<file path="src/rtl/y86_fetch.sv">
// Y86-64 pipeline fetch stage: PC select, instruction split/validation,
// next-PC prediction, and the RUN/HOLD stall FSM that owns F_predPC.
module y86_fetch #(
  parameter logic [63:0] RESET_PC  = 64'h0,
  parameter int unsigned IMEM_SIZE = 1024
) (
  input  logic        clk,
  input  logic        rst,
  input  logic        F_stall,
  input  logic [3:0]  M_icode,
  input  logic        M_Cnd,
  input  logic [63:0] M_valA,
  input  logic [3:0]  W_icode,
  input  logic [63:0] W_valM,
  output logic [63:0] imem_addr,
  input  logic [79:0] imem_data,
  input  logic        imem_error,
  output logic [63:0] f_pc,
  output logic [1:0]  f_stat,
  output logic [7:0]  f_opcode,
  output logic [7:0]  f_rArB,
  output logic [63:0] f_valC,
  output logic [63:0] f_valP
);

  typedef enum logic {RUN, HOLD} state_e;
  typedef enum logic [1:0] {STAT_AOK = 2'b00, STAT_HLT = 2'b01,
                            STAT_ADR = 2'b10, STAT_INS = 2'b11} stat_e;

  localparam logic [63:0] MEM_LIMIT = 64'(IMEM_SIZE);

  state_e      state_q, state_d;
  logic [63:0] pred_pc_q, pred_pc_d;

  logic        mispredict, ret_w, redirect;
  logic [63:0] pc;
  logic [3:0]  icode, ifun;
  logic        need_regids, need_valc, instr_valid, adr_fault;
  logic [3:0]  ilen;
  logic [63:0] valc, valp, pred_pc;
  stat_e       stat;

  assign mispredict = (M_icode == 4'h7) && !M_Cnd;
  assign ret_w      = (W_icode == 4'h9);
  assign redirect   = mispredict || ret_w;

  always_comb begin
    pc = pred_pc_q;
    if (mispredict)
      pc = M_valA;
    else if (ret_w)
      pc = W_valM;
  end

  assign imem_addr = pc;
  assign icode     = imem_data[7:4];
  assign ifun      = imem_data[3:0];

  always_comb begin
    need_regids = 1'b0;
    need_valc   = 1'b0;
    case (icode)
      4'h2, 4'h6, 4'hA, 4'hB: need_regids = 1'b1;
      4'h3, 4'h4, 4'h5: begin
        need_regids = 1'b1;
        need_valc   = 1'b1;
      end
      4'h7, 4'h8: need_valc = 1'b1;
      default: ;
    endcase
  end

  always_comb begin
    case (icode)
      4'h2, 4'h7:                          instr_valid = (ifun <= 4'd6);
      4'h6:                                instr_valid = (ifun <= 4'd3);
      4'h0, 4'h1, 4'h3, 4'h4, 4'h5, 4'h8,
      4'h9, 4'hA, 4'hB:                    instr_valid = (ifun == 4'd0);
      default:                             instr_valid = 1'b0;
    endcase
  end

  assign ilen = 4'd1 + {3'b000, need_regids} + (need_valc ? 4'd8 : 4'd0);
  assign valc = need_valc ? (need_regids ? imem_data[79:16] : imem_data[71:8]) : '0;
  assign valp = pc + {60'd0, ilen};

  // Last byte pc+len-1 >= limit, rewritten as len > limit-pc so nothing overflows.
  assign adr_fault = imem_error || (pc >= MEM_LIMIT) ||
                     ({60'd0, ilen} > (MEM_LIMIT - pc));

  always_comb begin
    if (adr_fault)
      stat = STAT_ADR;
    else if (!instr_valid)
      stat = STAT_INS;
    else if (icode == 4'h0)
      stat = STAT_HLT;
    else
      stat = STAT_AOK;
  end

  assign pred_pc = (icode == 4'h7 || icode == 4'h8) ? valc : valp;

  always_comb begin
    f_pc     = pc;
    f_stat   = stat;
    f_opcode = imem_data[7:0];
    f_rArB   = need_regids ? imem_data[15:8] : 8'hFF;
    f_valC   = valc;
    f_valP   = valp;
    if (stat == STAT_ADR) begin
      f_opcode = 8'h10;
      f_rArB   = 8'hFF;
      f_valC   = '0;
      f_valP   = pc;
    end
  end

  // HOLD parks on the faulting PC until a redirect supplies a new one.
  always_comb begin
    pred_pc_d = pred_pc_q;
    state_d   = state_q;
    if (!F_stall && (state_q == RUN || redirect)) begin
      pred_pc_d = (stat == STAT_AOK) ? pred_pc : pc;
      state_d   = (stat == STAT_AOK) ? RUN : HOLD;
    end
  end

  always_ff @(posedge clk) begin
    if (rst) begin
      pred_pc_q <= RESET_PC;
      state_q   <= RUN;
    end else begin
      pred_pc_q <= pred_pc_d;
      state_q   <= state_d;
    end
  end

endmodule

</file>
<file path="config.mk">
export PLATFORM = sky130hd
export DESIGN_NAME = y86_fetch
export DESIGN_NICKNAME = d
export VERILOG_FILES = /design/src/rtl/y86_fetch.sv
export SDC_FILE = /design/constraint.sdc
export NUM_CORES = 1
export LEC_CHECK = 0
export BUFFER_PORTS_ARGS = -buffer_cell sky130_fd_sc_hd__buf_2
export CAP_MARGIN = 20
export CORE_AREA = 8 8 187 189
export DETAILED_ROUTE_END_ITERATION = 6
export DIE_AREA = 0 0 195 197
export PLACE_DENSITY = 0.71
export SYNTH_ARGS = -nofsm -noshare
export SYNTH_HDL_FRONTEND = slang
export SYNTH_SLANG_ARGS = --single-unit
</file>
<file path="constraint.sdc">
create_clock -name clk -period 26.3 [get_ports clk]
set_input_delay 5.26 -clock clk [delete_from_list [all_inputs] [get_ports clk]]
set_output_delay 5.26 -clock clk [all_outputs]
set_load 0.02 [all_outputs]
</file>
==> metrics.txt, run 1 <==
status finished clean; iteration count of the initial detailed-routing pass 6; Yosys Warn Count 0; routed length per placed instance 27.5 microns; # setup viols final 0; Core Rows between 60 and 70; CTS root buffer clkbuf_16; fmax 58.9 MHz; clk buf depth 2; Max Slew Vio Count 0; synth unique cells 93; DRC violations left 0; largest family of logic cells by synthesized area simple AND/OR/NAND/NOR gates; CTS tree done; Synth Area in XOR/XNOR 0.0242; routed vias roughly 16000; HPWL after DPL between 50000 and 60000 microns; number of max-cap violations 0; H-tree Lvls 3; I/O Pins just under 500; adder-cell share of the synthesized area 0.00958; area leader, netlist dfxtp_1; Starting Density 0.351; Remaining Overflow, GRT 0; GRT Overall Usage 0.343; Primary FF master, synth dfxtp_1; die area 38400 sq um; fraction of layout cells with a size suffix above 1 0.283; # fillers approximately 3500; Syn Nets 2027; Synth Area in Compound Gates 0.284; drt total wl about 70000 microns; post-synth top area share 0.116; most common cell after layout, fill and taps aside buf_2; Worst Hold Class reg -> reg; Startpoint Class input port; cell area after synthesis about 11000 sq um; cell area power density 37.5 nW/um^2; DIE WIDTH just under 200 microns; Syn Area/Cell ~6.2 sq um; cells after synthesis 1798; ANT nets after route 0; global-route wire length before repair roughly 100000 microns; Post-synth EDFFs 0; dpl cell area approximately 14000 sq um; Worst-Skew Late Latency approximately 0.33 ns; Final Hold Viols 0; pin count of the biggest net entering global routing 76; Post-Synth Simple-Gate Area 0.367; share of the yosys chip area belonging to registers 0.116; Arrival @ worst endpoint between 10 and 15 ns; Area contributors post-synth dfxtp_1 12%, nand2_1 9.5%, mux2i_1 6.9%; final setup TNS 0 ns; hold_buf cts 0; Post-synth ARST share 0; final worst-path cycle share 0.646; IO buf count roughly 500; die height about 200 microns; Critical Path Fanout Max between 70 and 80; final RePlAce weighted congestion around 1.0; via/cell ratio about 6.4; ant diodes 0; most frequent cells in the layout 494 x buf_2, 283 x nand2_1, 200 x nor2_1; Area Overhead vs Synth 23.6%; vias in the first global route about 16000; setup bufs post-CTS 0; flops & latches, synth 65; mux contribution to synthesized area 0.0806; Max IR drop VDD 0.0257 mV; RSZ-0062 raised after global routing no; post-layout instance area around 14000 sq um; leak pwr between 6 and 7 nW; Worst-Margin Slew roughly 1.2 ns; initial antenna violation count 3; Data required, critical path 21.04 ns; Initial DRC Count ~2300; cts bufs inserted 9; worst setup path category in -> out; min cycle time layout roughly 17 ns; Clock Skew just under 0.006 ns; critical path capture point type output pin; Resized cells post-CTS 0; Clock Pin Slew Worst Setup and Hold Paths about 0.050 ns; clk sinks 65; final net count around 2400; Core Area 32000 sq um; Slew headroom 0.209
## cell usage after synthesis, drive strengths merged, types with 14 or more instances
library cell and count:
nand2 284, nor2 202, a21oi 136, buf 126, nor3 92, o21ai 78, mux2i 77, nand3 76
a31oi 74, inv 71, clkbuf 65, dfxtp 65, nand4 38, nor4 36, and3 33, a21o 30
xnor2 29, or3 25, a211oi 23, o21bai 15, o31ai 15, a32o 14, or4 14
## per-layer routing
metal	part of all wire	GRT usage
met1	0.42	0.471
met2	0.43	0.525
met3	0.12	0.0807
met4	0.029	0.105
met5	0.00033	0
## final timing paths
path | startpoint | endpoint | slack, ns | depth (start not counted)
worst max-delay path | M_icode[1] | f_valC[62] | 9.31 | 16
worst min-delay path | pred_pc_q[35]$_SDFFE_PP0P_ | pred_pc_q[35]$_SDFFE_PP0P_ | 0.50 | 1
worst max register to register | pred_pc_q[1]$_SDFFE_PP0P_ | pred_pc_q[3]$_SDFFE_PP0P_ | 21.04 | 13
worst min register to register | pred_pc_q[35]$_SDFFE_PP0P_ | pred_pc_q[35]$_SDFFE_PP0P_ | 0.50 | 1
## critical path, stage by stage
cell	delay, ns
buf_2	0.12
and4b_1	0.28
nand2_4	0.51
buf_4	0.73
a31oi_1	0.50
or4_1	0.69
nor4_1	0.69
nand3_1	0.22
mux2i_1	0.40
o21ai_1	0.11
or3_1	0.46
or3_1	0.39
buf_4	0.28
nand3_2	0.65
a21oi_1	0.12
buf_2	0.22
## layout make-up
cell class	instances	area [sq um]	area share
tap	408	510	0.0368
timing repair buffer	539	2810	0.203
clock buffer	14	274	0.0197
sequential	65	1300	0.0937
multi-input combinational	1469	8680	0.625
inverter	73	274	0.0197
clock inverter	2	35.0	0.00252
## metrics by stage
stage / power (mW) / util / hold WS [ns] / std cells / worst slack [ns]
after floorplan: 0.281 / - / 0.426 / 1798 / 10.16
after global placement: 0.390 / 0.423 / 0.473 / 2551 / 9.04
after detailed placement: 0.388 / 0.423 / 0.480 / 2553 / 9.36
after CTS: 0.512 / 0.433 / 0.489 / 2569 / 9.34
after global routing: 0.539 / 0.433 / 0.535 / 2570 / 8.93
final: 0.520 / 0.433 / 0.502 / 2570 / 9.31
## logic make-up after synthesis
logic type / Yosys count
AND/OR/NAND/NOR: 859
multiplexers: 89
flip-flops: 65
XOR/XNOR: 31
adder cells (fa/ha/maj): 8
buffers and inverters: 264
AO/OA/AOI/OAI: 482
## where the power goes
| part | internal, mW | switching, mW |
|---|---|---|
| Clock | 0.0811 | 0.0446 |
| Sequential | 0.103 | 0.00814 |
| Combinational | 0.0887 | 0.194 |
| Total | 0.273 | 0.247 |
## flip-flops by register name, indices dropped and copies added, names as in the netlist
name,flops
state_q,1
pred_pc_q,64
No activity file was read; power rests on OpenSTA's default activity.
==> run 2, diff against run 1 <==
Settings changed: CORE_AREA 8 8 187 189 to 8 8 188 190, DIE_AREA 0 0 195 197 to 0 0 196 198, PLACE_DENSITY 0.71 to 0.7.
Clock period 26.3 ns to 15.9 ns, I/O delays scaled along.
==> metrics.txt, run 2 (synthesis gave the netlist of run 1 again) <==
status finished clean; fmax approximately 80 MHz; die area ~39000 sq um; clk sinks between 60 and 70; Area Overhead vs Synth 23.4%; die height ~200 microns; # fillers around 3500; Startpoint Class input port; pin count of the biggest net entering global routing between 70 and 80; most common cell after layout, fill and taps aside buf_2; Core Area roughly 32000 sq um; Clock Skew around 0.010 ns; Slew headroom 0.152; overall power consumption 0.868 mW; HPWL after DPL between 50000 and 60000 microns; routed vias 16202; routed length per placed instance 27.6 microns; max reg flops between 60 and 70; Resized cells post-CTS 0; CTS tree done; H-tree Lvls 3; WHS Endpoint pred_pc_q[37]$_SDFFE_PP0P_; I/O Pins a little under 500; slack of the worst reg-to-reg path 10.55 ns; # setup viols final 0; RSZ-0062 raised after global routing no; DRC violations left 0; Data required, critical path approximately 13 ns; critical path capture point type output pin; Clock Pin Slew Worst Setup and Hold Paths roughly 0.070 ns; cts bufs inserted 9; fraction of layout cells with a size suffix above 1 0.283; final worst-path cycle share 0.797; most frequent cells in the layout 494 x buf_2, 283 x nand2_1, 200 x nor2_1; Worst-Margin Slew between 1 and 1.5 ns; CTS root buffer clkbuf_16; Worst R2R End pred_pc_q[34]$_SDFFE_PP0P_; Reg2Reg Launch Point pred_pc_q[0]$_SDFFE_PP0P_; DIE WIDTH between 150 and 200 microns; initial antenna violation count 2; Max IR drop VDD around 0.054 mV; iteration count of the initial detailed-routing pass 6; final RePlAce weighted congestion just over 1; Worst Hold Class reg -> reg; ANT nets after route 0; global-route wire length before repair a little over 100000 microns; hold path cells 2; hold_buf cts 0; min cycle time layout 12.68 ns; Arrival @ worst endpoint approximately 9.5 ns; number of cells on the worst reg-to-reg path 15; GRT Overall Usage 0.344; Max Slew Vio Count 0; leak pwr between 6 and 7 nW; final net count approximately 2400; Core Rows between 60 and 70; final setup TNS 0 ns; leading registers by flop count pred_pc_q: 64 flops, state_q: 1 flops; Worst-Skew Late Latency between 0.3 and 0.4 ns; number of max-cap violations 0; cell area power density approximately 63 nW/um^2; via/cell ratio about 6.3; Final Hold Viols 0; hold path start pred_pc_q[37]$_SDFFE_PP0P_; Critical Path Fanout Max 50; register bank with the most flops pred_pc_q; Initial DRC Count slightly below 2000; vias in the first global route ~15000; Remaining Overflow, GRT 0; drt total wl a little over 70000 microns; Starting Density 0.349; worst setup path category in -> out; clk buf depth 2; setup bufs post-CTS 0; IO buf count approximately 500
[run 2: cell count changes in the layout (fill, tap and decap cells not counted)]
cell             before  now
buf_4                44   43
clkinvlp_4            0    1
inv_6                 0    2
clkbuf_8              3    0
clkbuf_1              2    0
clkdlybuf4s15_2       1    0
clkinv_4              0    2
diode_2               0    2
[run 2: worst max path at each step]
stage                    start          to  slack (ns)
floorplan           M_icode[3]   f_valP[0]        3.92
global placement    M_icode[3]  f_valC[46]        3.51
detailed placement  W_icode[2]  f_valC[60]        3.46
CTS                 M_icode[3]  f_valC[60]        3.43
global route        W_icode[2]  f_valC[58]        2.82
finish              W_icode[2]  f_valC[60]        3.22
[run 2: routing by layer]
metal  track usage  wire, microns  vias to the layer above
met3        0.0864           8680                      129
li1              -              -                     7228
met1         0.472          29900                     7674
met2         0.526          30600                     1171
met5             0              0                        -
met4        0.0963           1760                        0
[run 2: layout make-up]
type / count / area (sq um) / area share
Antenna cell: 2 / 5.00 / 0.000361
Clock buffer: 9 / 225 / 0.0162
Clock inverter: 7 / 77.6 / 0.00560
Inverter: 73 / 274 / 0.0198
Multi-Input combinational cell: 1469 / 8680 / 0.626
Sequential cell: 65 / 1300 / 0.0939
Tap cell: 408 / 510 / 0.0368
Timing Repair Buffer: 537 / 2800 / 0.202
[run 2: stage by stage]
stage	area (sq um)	instances	hold WS (ns)	worst slack, ns	util
floorplan	11200	1798	0.426	3.92	-
global placement	13500	2551	0.472	3.51	0.421
detailed placement	13500	2551	0.480	3.46	0.421
CTS	13900	2567	0.491	3.43	0.430
global route	13900	2568	0.511	2.82	0.430
finish	13900	2570	0.497	3.22	0.430
[run 2: worst max-delay path, cell delays in order]
cell	delay, ns
buf_2	0.10
and4bb_4	0.60
buf_4	0.62
mux2i_1	0.29
a21o_1	0.29
inv_2	0.15
or4b_1	0.61
or4_1	0.69
nor4_1	0.40
nor3_1	0.08
a31oi_1	0.26
or4_4	0.21
or3_1	0.12
buf_4	0.39
nand3_2	0.74
a21oi_1	0.41
buf_2	0.22
[run 2: power breakdown]
| group | internal (mW) | switching, mW | total (mW) |
|---|---|---|---|
| combinational | 0.146 | 0.321 | 0.467 |
| sequential | 0.171 | 0.0128 | 0.184 |
| clock | 0.123 | 0.0945 | 0.218 |
